`src/rtl/uart_apb_master.sv`:
```
// uart_apb_master: bridges a simple valid/ready host command channel onto an
// APB master port. Only one transfer is outstanding at a time.
// Optional feature: define UART_APB_MASTER_TIMEOUT_EN to abort an ACCESS
// phase that sees no pReady for TIMEOUT_CYCLES cycles. The aborted transfer
// completes with rsp_err=1 and rsp_rdata=0.
module uart_apb_master #(
  parameter int unsigned TIMEOUT_CYCLES = 255
) (
  input  logic        pClk,
  input  logic        pReset,
  // host command channel
  input  logic        cmd_valid,
  output logic        cmd_ready,
  input  logic        cmd_write,
  input  logic [31:0] cmd_addr,
  input  logic [31:0] cmd_wdata,
  // host response channel
  output logic        rsp_valid,
  input  logic        rsp_ready,
  output logic [31:0] rsp_rdata,
  output logic        rsp_err,
  // APB request
  output logic        pSel,
  output logic        pEnable,
  output logic        pWrite,
  output logic [31:0] pAddr,
  output logic [31:0] pWdata,
  // APB completion
  input  logic [31:0] pReadData,
  input  logic        pReady,
  input  logic        pSlvErr
);

  // The timeout counter is 16 bits wide, so the limit must fit in it.
  generate
    if (TIMEOUT_CYCLES < 1 || TIMEOUT_CYCLES > 65535) begin : gBadTimeout
      $error("uart_apb_master: TIMEOUT_CYCLES must be in 1..65535");
    end
  endgenerate

  typedef enum logic [1:0] {
    IDLE   = 2'd0,
    SETUP  = 2'd1,
    ACCESS = 2'd2,
    RESP   = 2'd3
  } stateT;

  stateT state;

`ifdef UART_APB_MASTER_TIMEOUT_EN
  localparam logic [15:0] TimeoutLimit = 16'(TIMEOUT_CYCLES);
  // Counts ACCESS cycles that ended without pReady.
  logic [15:0] timeoutCnt;
`endif

  // Bridge FSM. Every output is a register, so the APB and response signals
  // change only on clock edges. pAddr/pWrite/pWdata double as the command
  // latch, which keeps them stable from SETUP until ACCESS ends.
  always_ff @(posedge pClk or posedge pReset) begin
    if (pReset) begin
      state     <= IDLE;
      cmd_ready <= 1'b0;
      rsp_valid <= 1'b0;
      rsp_rdata <= '0;
      rsp_err   <= 1'b0;
      pSel      <= 1'b0;
      pEnable   <= 1'b0;
      pWrite    <= 1'b0;
      pAddr     <= '0;
      pWdata    <= '0;
`ifdef UART_APB_MASTER_TIMEOUT_EN
      timeoutCnt <= '0;
`endif
    end else begin
      case (state)
        IDLE: begin
          // cmd_ready comes out of reset low and rises at the first edge.
          if (cmd_ready && cmd_valid) begin
            cmd_ready <= 1'b0;
            pSel      <= 1'b1;
            pEnable   <= 1'b0;
            pWrite    <= cmd_write;
            pAddr     <= cmd_addr;
            // Reads never put write data on the bus.
            pWdata    <= cmd_write ? cmd_wdata : 32'd0;
            state     <= SETUP;
          end else begin
            cmd_ready <= 1'b1;
          end
        end

        SETUP: begin
          pEnable <= 1'b1;
          state   <= ACCESS;
`ifdef UART_APB_MASTER_TIMEOUT_EN
          timeoutCnt <= '0;
`endif
        end

        ACCESS: begin
          if (pReady) begin
            // pSlvErr is only meaningful in the cycle that completes the transfer.
            rsp_rdata <= pWrite ? 32'd0 : pReadData;
            rsp_err   <= pSlvErr;
            rsp_valid <= 1'b1;
            pSel      <= 1'b0;
            pEnable   <= 1'b0;
            pWrite    <= 1'b0;
            pAddr     <= '0;
            pWdata    <= '0;
            state     <= RESP;
          end
`ifdef UART_APB_MASTER_TIMEOUT_EN
          else if (timeoutCnt + 16'd1 == TimeoutLimit) begin
            // The slave never answered: give up and report an error.
            timeoutCnt <= timeoutCnt + 16'd1;
            rsp_rdata  <= '0;
            rsp_err    <= 1'b1;
            rsp_valid  <= 1'b1;
            pSel       <= 1'b0;
            pEnable    <= 1'b0;
            pWrite     <= 1'b0;
            pAddr      <= '0;
            pWdata     <= '0;
            state      <= RESP;
          end else begin
            timeoutCnt <= timeoutCnt + 16'd1;
          end
`endif
        end

        RESP: begin
          // Hold the response until the host takes it.
          if (rsp_ready) begin
            rsp_valid <= 1'b0;
            cmd_ready <= 1'b1;
            state     <= IDLE;
          end
        end

        default: begin
          state <= IDLE;
        end
      endcase
    end
  end

endmodule

```
`config.mk`:
```
export PLATFORM = sky130hd
export DESIGN_NAME = uart_apb_master
export DESIGN_NICKNAME = d
export VERILOG_FILES = /design/src/rtl/uart_apb_master.sv
export SDC_FILE = /design/constraint.sdc
export NUM_CORES = 1
export LEC_CHECK = 0
export ABC_CLOCK_PERIOD_IN_PS = 4300
export CAP_MARGIN = 10
export CORE_MARGIN = 2
export CORE_UTILIZATION = 42
export DETAILED_ROUTE_END_ITERATION = 8
export GPL_TIMING_DRIVEN = 0
export PLACE_DENSITY = 0.8
export SLEW_MARGIN = 0
export SYNTH_ARGS = -nofsm -noshare
export SYNTH_HDL_FRONTEND = slang
export SYNTH_SLANG_ARGS = --single-unit
```
`constraint.sdc`:
```
create_clock -name pClk -period 4.3 [get_ports pClk]
set_input_delay 0.645 -clock pClk [delete_from_list [all_inputs] [get_ports pClk]]
set_output_delay 0.645 -clock pClk [all_outputs]
set_load 0.005 [all_outputs]
```
# Word level (Yosys, flattened, before mapping)
# Cells that the tools add are included.
# totals
in_bits,103
ff_bits,104
# classes
eq_ne,6
n_reduce_logical,12
mux,24
# op_table
cell,count
32-bit 2-to-1 mux,5
32-bit case mux with 2 select lines,2
3-bit AND reduction,4
1-bit 2-to-1 mux,8
1-bit case mux with 2 select lines,4
2-bit case mux with 4 select lines,1
2-bit 2-to-1 mux,3
"2-bit != test, second input constant",3
2-bit nonzero test,3
"2-bit equality test, second input constant",2
2-bit AND reduction,2
1-bit case mux with 3 select lines,1
3-bit nonzero test,1
"2-bit by 1-bit equality test with 1-bit output, second input constant",1
2-bit zero test,1
1-bit logical AND,1

# Logic depth before layout (Yosys ltp)
# logic_depth
depth_word,3
ltp_mapped,7
depth_no_buf,5

# Worst setup path before layout
# Ideal clock, no wire load.
# synth_timing
kind,reg2reg
startpoint,reg state[0]
endpoint,reg pAddr[0]
setup_slack_ns,2.455
stages_incl_launch_ff,8
setup_time_ns,0.127
n_path_buf,2
arrival_ns,1.717
required_ns,4.173
path_cell_list,dfrtp_1 inv_1 ha_1 a21boi_2 a211oi_2 buf_6 buf_6 mux2_1
# synth_between
elab_chain_cells,3
word_cells_on_any_way,7
# synth_rtl
item,line,text
"start, declared",48,stateT state;
"start signal, assigned",61,state <= IDLE;
"start signal, assigned",86,state <= SETUP;
"start signal, assigned",94,state <= ACCESS;
2-bit equality test or 2-bit zero test (tied branches),75,case (state)
2-bit != test (no line) or 2-bit nonzero test (tied branches),-,
3-bit AND reduction (no line),-,
"end signal, assigned",83,pAddr <= cmd_addr;
"end, declared",26,"output logic [31:0] pAddr,"
# Parallel ways exist; a longest one is shown, timed or not.
# A chain may end at the register's enable or synchronous reset.

# Worst setup path in the final report
# layout_timing
startpoint,reg state[1]
endpoint,reg pAddr[3]
# The elaborated chain is that of the path after synthesis.

==> results.yml <==
status:
  status: "complete, no violations"
drt:
  wl_per_cell_um: 14.72
  avgViaCountPerCell: 4.717
  drtIter0Drc: 183
  drt_wl_total_mm: 11.50
  drc_errors: 0
  drt-pass1-iter-count: 4
  vias: 3684
  antenna_left: 0
floorplan:
  dieArea_mm2: 0.01190
  fp.dieH_um: 109.1
  num_rows: 38
  start_util: 0.4296
  die_x_um: 109.1
  num_io_pins: 205
  core_mm2: 0.01079
pwr:
  swShare: 0.3328
  p_per_area_mw_per_mm2: 641.8
  power.leakage_nw: 3.100
  ir_drop_mv: 0.4560
  p_int_w: 0.003014
  power.net_switching_w: 0.001503
  clkPwrFrac: 0.117
  seqPwrFrac: 0.357
  comb_power_share: 0.526
setup_path:
  r2r_cells: 7
  arrival_ns: 2.33
  r2r_end: "pAddr[3]$_DFFE_PP0P_"
  crit_path_cell_trace: "inv_1, ha_1, a21boi_2, a211oi_2, buf_6, buf_6, mux2_1"
  crit_slowest_cell: "dfrtp_1"
  path_class: "reg2reg"
  r2r_setup_slack_ns: 2.21
  reg2reg_from: "state[1]$_DFFE_PP0P_"
  crit_fanout: 10
  worstPathRequired_ns: 4.55
  slowest_delay_ns: 0.45
  cp_common_cell: "buf_6"
  start_kind: "register"
  cp-end-kind: "register"
cts:
  root_buffer: "clkbuf_8"
  cts_resized: 0
  cts.sinks: 104
  clkLatencyLatePin_ns: 0.36
  cts_hold_buf: 0
  numCtsBuffers: 9
  cts_max_path_buffers: 2
  htreeDepth: 3
  cts_tree: "built"
  path_clk_slew_ns: 0.10
  cts_setup_buffers: 0
global_route:
  globalRouteMet3Util: 0.05021
  antenna_found_initial: 0
  grt_util_met1: 0.2387
  grt_pass1_wl_mm: 18.08
  grt_max_degree: 57
  grt_overflow_total: 0
  grt_busiest_layer: "met2"
  use_met2: 0.3367
  grt_usage: 0.1967
  grt_pass1_vias: 3745
place:
  dp_hpwl_mm: 8.758
  gp_congestion: 0.7169
  dpl_cell_area_mm2: 0.006884
  port_buffers: 204
  dp_cells: 767
synth:
  synth_cells: 422
  yosysSeqAreaShare: 0.5613
  synth_area_mm2: 0.004637
  synth-warning-count: 0
  syn-num-nets: 532
  ys_seq_elements: 104
  syn_area_per_cell_um2: 10.99
  synth_cell_types: 21
layout:
  nets: 748
  fin_cells: 781
  syn_to_final_growth_pct: 51.78
  n_antenna_cell: 0
  drive_above_1_share: 0.06396
  fin_area_mm2: 0.007038
sta:
  finalCriticalPeriod_ns: 2.088
  fin_crit_sh: 0.4855
  setup_viol: 0
  rsz0062_at_grt: "false"
  tightest_slew_ns: 0.6309
  timing.final.hold_violations: 0
  max_freq_mhz: 479.0
  slew_headroom: 0.5794
  fin_skew_ns: 0.01336
  drv_slew: 0
hold_path:
  hold_depth: 2
  min_from: "rsp_rdata[3]$_DFFE_PP0P_"
  min_path_type: "reg2reg"
  min_to: "rsp_rdata[3]$_DFFE_PP0P_"
run:
  max_cap_violations: 0
-- routing by layer --
metal,share of wire,up-vias,wire [um]
li1,-,1770,-
met1,0.40,1762,4618
met2,0.50,132,5731
met3,0.078,20,894
met4,0.022,0,253
met5,0,-,0
-- per-stage QoR --
stage / setup slack (ns) / total power (W) / setup TNS, ns / hold WS [ns] / util
floorplan: 0.9228 / 0.002855 / 0 / 0.4733 / -
global placement: -0.6025 / 0.003943 / -61.92 / 0.4627 / 0.6351
detailed placement: 1.894 / 0.004040 / 0 / 0.4738 / 0.6378
CTS: 2.176 / 0.004577 / 0 / 0.4941 / 0.6521
global route: 2.060 / 0.004846 / 0 / 0.5099 / 0.6521
finish: 2.212 / 0.004517 / 0 / 0.4897 / 0.6521
-- synth_stat cells --
cell      number  share of area
a21boi_2       1         0.0024
mux2_1        18          0.044
nand2_1       68          0.055
nand2b_1      32          0.043
a211oi_2       1         0.0027
a22o_1         1         0.0019
clkbuf_1      16          0.013
dfrtp_1      104           0.56
buf_1          1        0.00081
nor2_1         1        0.00081
inv_1         38          0.031
a21oi_1        1         0.0011
mux2_2        18          0.044
o21ai_0       35          0.038
ha_1           7          0.019
nor3_1         2         0.0022
buf_4          1         0.0016
mux2i_1       35          0.076
nor2b_1       35          0.047
nor2b_2        1         0.0019
buf_6          6          0.015
-- cells by family after synthesis --
family	synth area share
AO/OA/AOI/OAI	0.04587
adder cells (fa/ha/maj)	0.01889
buffers and inverters	0.06071
flip-flops	0.5613
multiplexers	0.1630
AND/OR/NAND/NOR	0.1503
-- layout by cell type, fill, tap and decap left out, drive strengths merged, types with 2 or more instances in the layout --
cell type / synthesis / layout
o21ai: 35 / 35
clkdlybuf4s50: 0 / 204
clkbuf: 16 / 29
dfrtp: 104 / 104
nand2: 68 / 68
mux2: 36 / 36
nor3: 2 / 2
mux2i: 35 / 35
nor2b: 36 / 36
nand2b: 32 / 32
inv: 38 / 38
ha: 7 / 7
buf: 8 / 9
-- state kept, by name (all words and copies together) (netlist names) --
signal     flops
pWdata        32
state          2
rsp_rdata     32
pEnable        1
rsp_valid      1
pAddr         32
pSel           1
pWrite         1
rsp_err        1
cmd_ready      1
-- worst max-delay path, delay by kind of cell, from the launching register on --
| family | cells | cell delay [ns] |
|---|---|---|
| adder cells (fa/ha/maj) | 1 | 0.20 |
| AO/OA/AOI/OAI | 2 | 0.47 |
| flip-flops | 1 | 0.45 |
| multiplexers | 1 | 0.33 |
| buffers and inverters | 3 | 0.52 |
-- worst max path at each step --
stage	end	cells after the start	from
floorplan	cmd_ready$_DFFE_PP0P_	1	pReset
global placement	pAddr[27]$_DFFE_PP0P_	2	pReset
CTS	pAddr[16]$_DFFE_PP0P_	7	state[0]$_DFFE_PP0P_
global route	rsp_rdata[14]$_DFFE_PP0P_	7	state[0]$_DFFE_PP0P_
detailed placement	pAddr[16]$_DFFE_PP0P_	6	cmd_valid
finish	pAddr[3]$_DFFE_PP0P_	7	state[1]$_DFFE_PP0P_
-- power by group through the flow --
stage	Clock [W]	Combinational [W]	Sequential (W)
floorplan	0	0.00122	0.00164
global placement	0	0.00234	0.00161
detailed placement	0	0.00241	0.00163
CTS	0.000543	0.00242	0.00162
global route	0.000583	0.00260	0.00166
finish	0.000529	0.00238	0.00161
-- cell type report --
| cell class | count | area, um2 |
|---|---|---|
| tap | 140 | 175.2 |
| multi-input combinational | 256 | 1753 |
| timing repair buffer | 205 | 2069 |
| sequential | 104 | 2603 |
| clock inverter | 1 | 5.005 |
| buffer | 24 | 138.9 |
| clock buffer | 13 | 148.9 |
| fill | 881 | 3755 |
| inverter | 38 | 145.1 |
No activity file was read; power rests on OpenSTA's default activity.
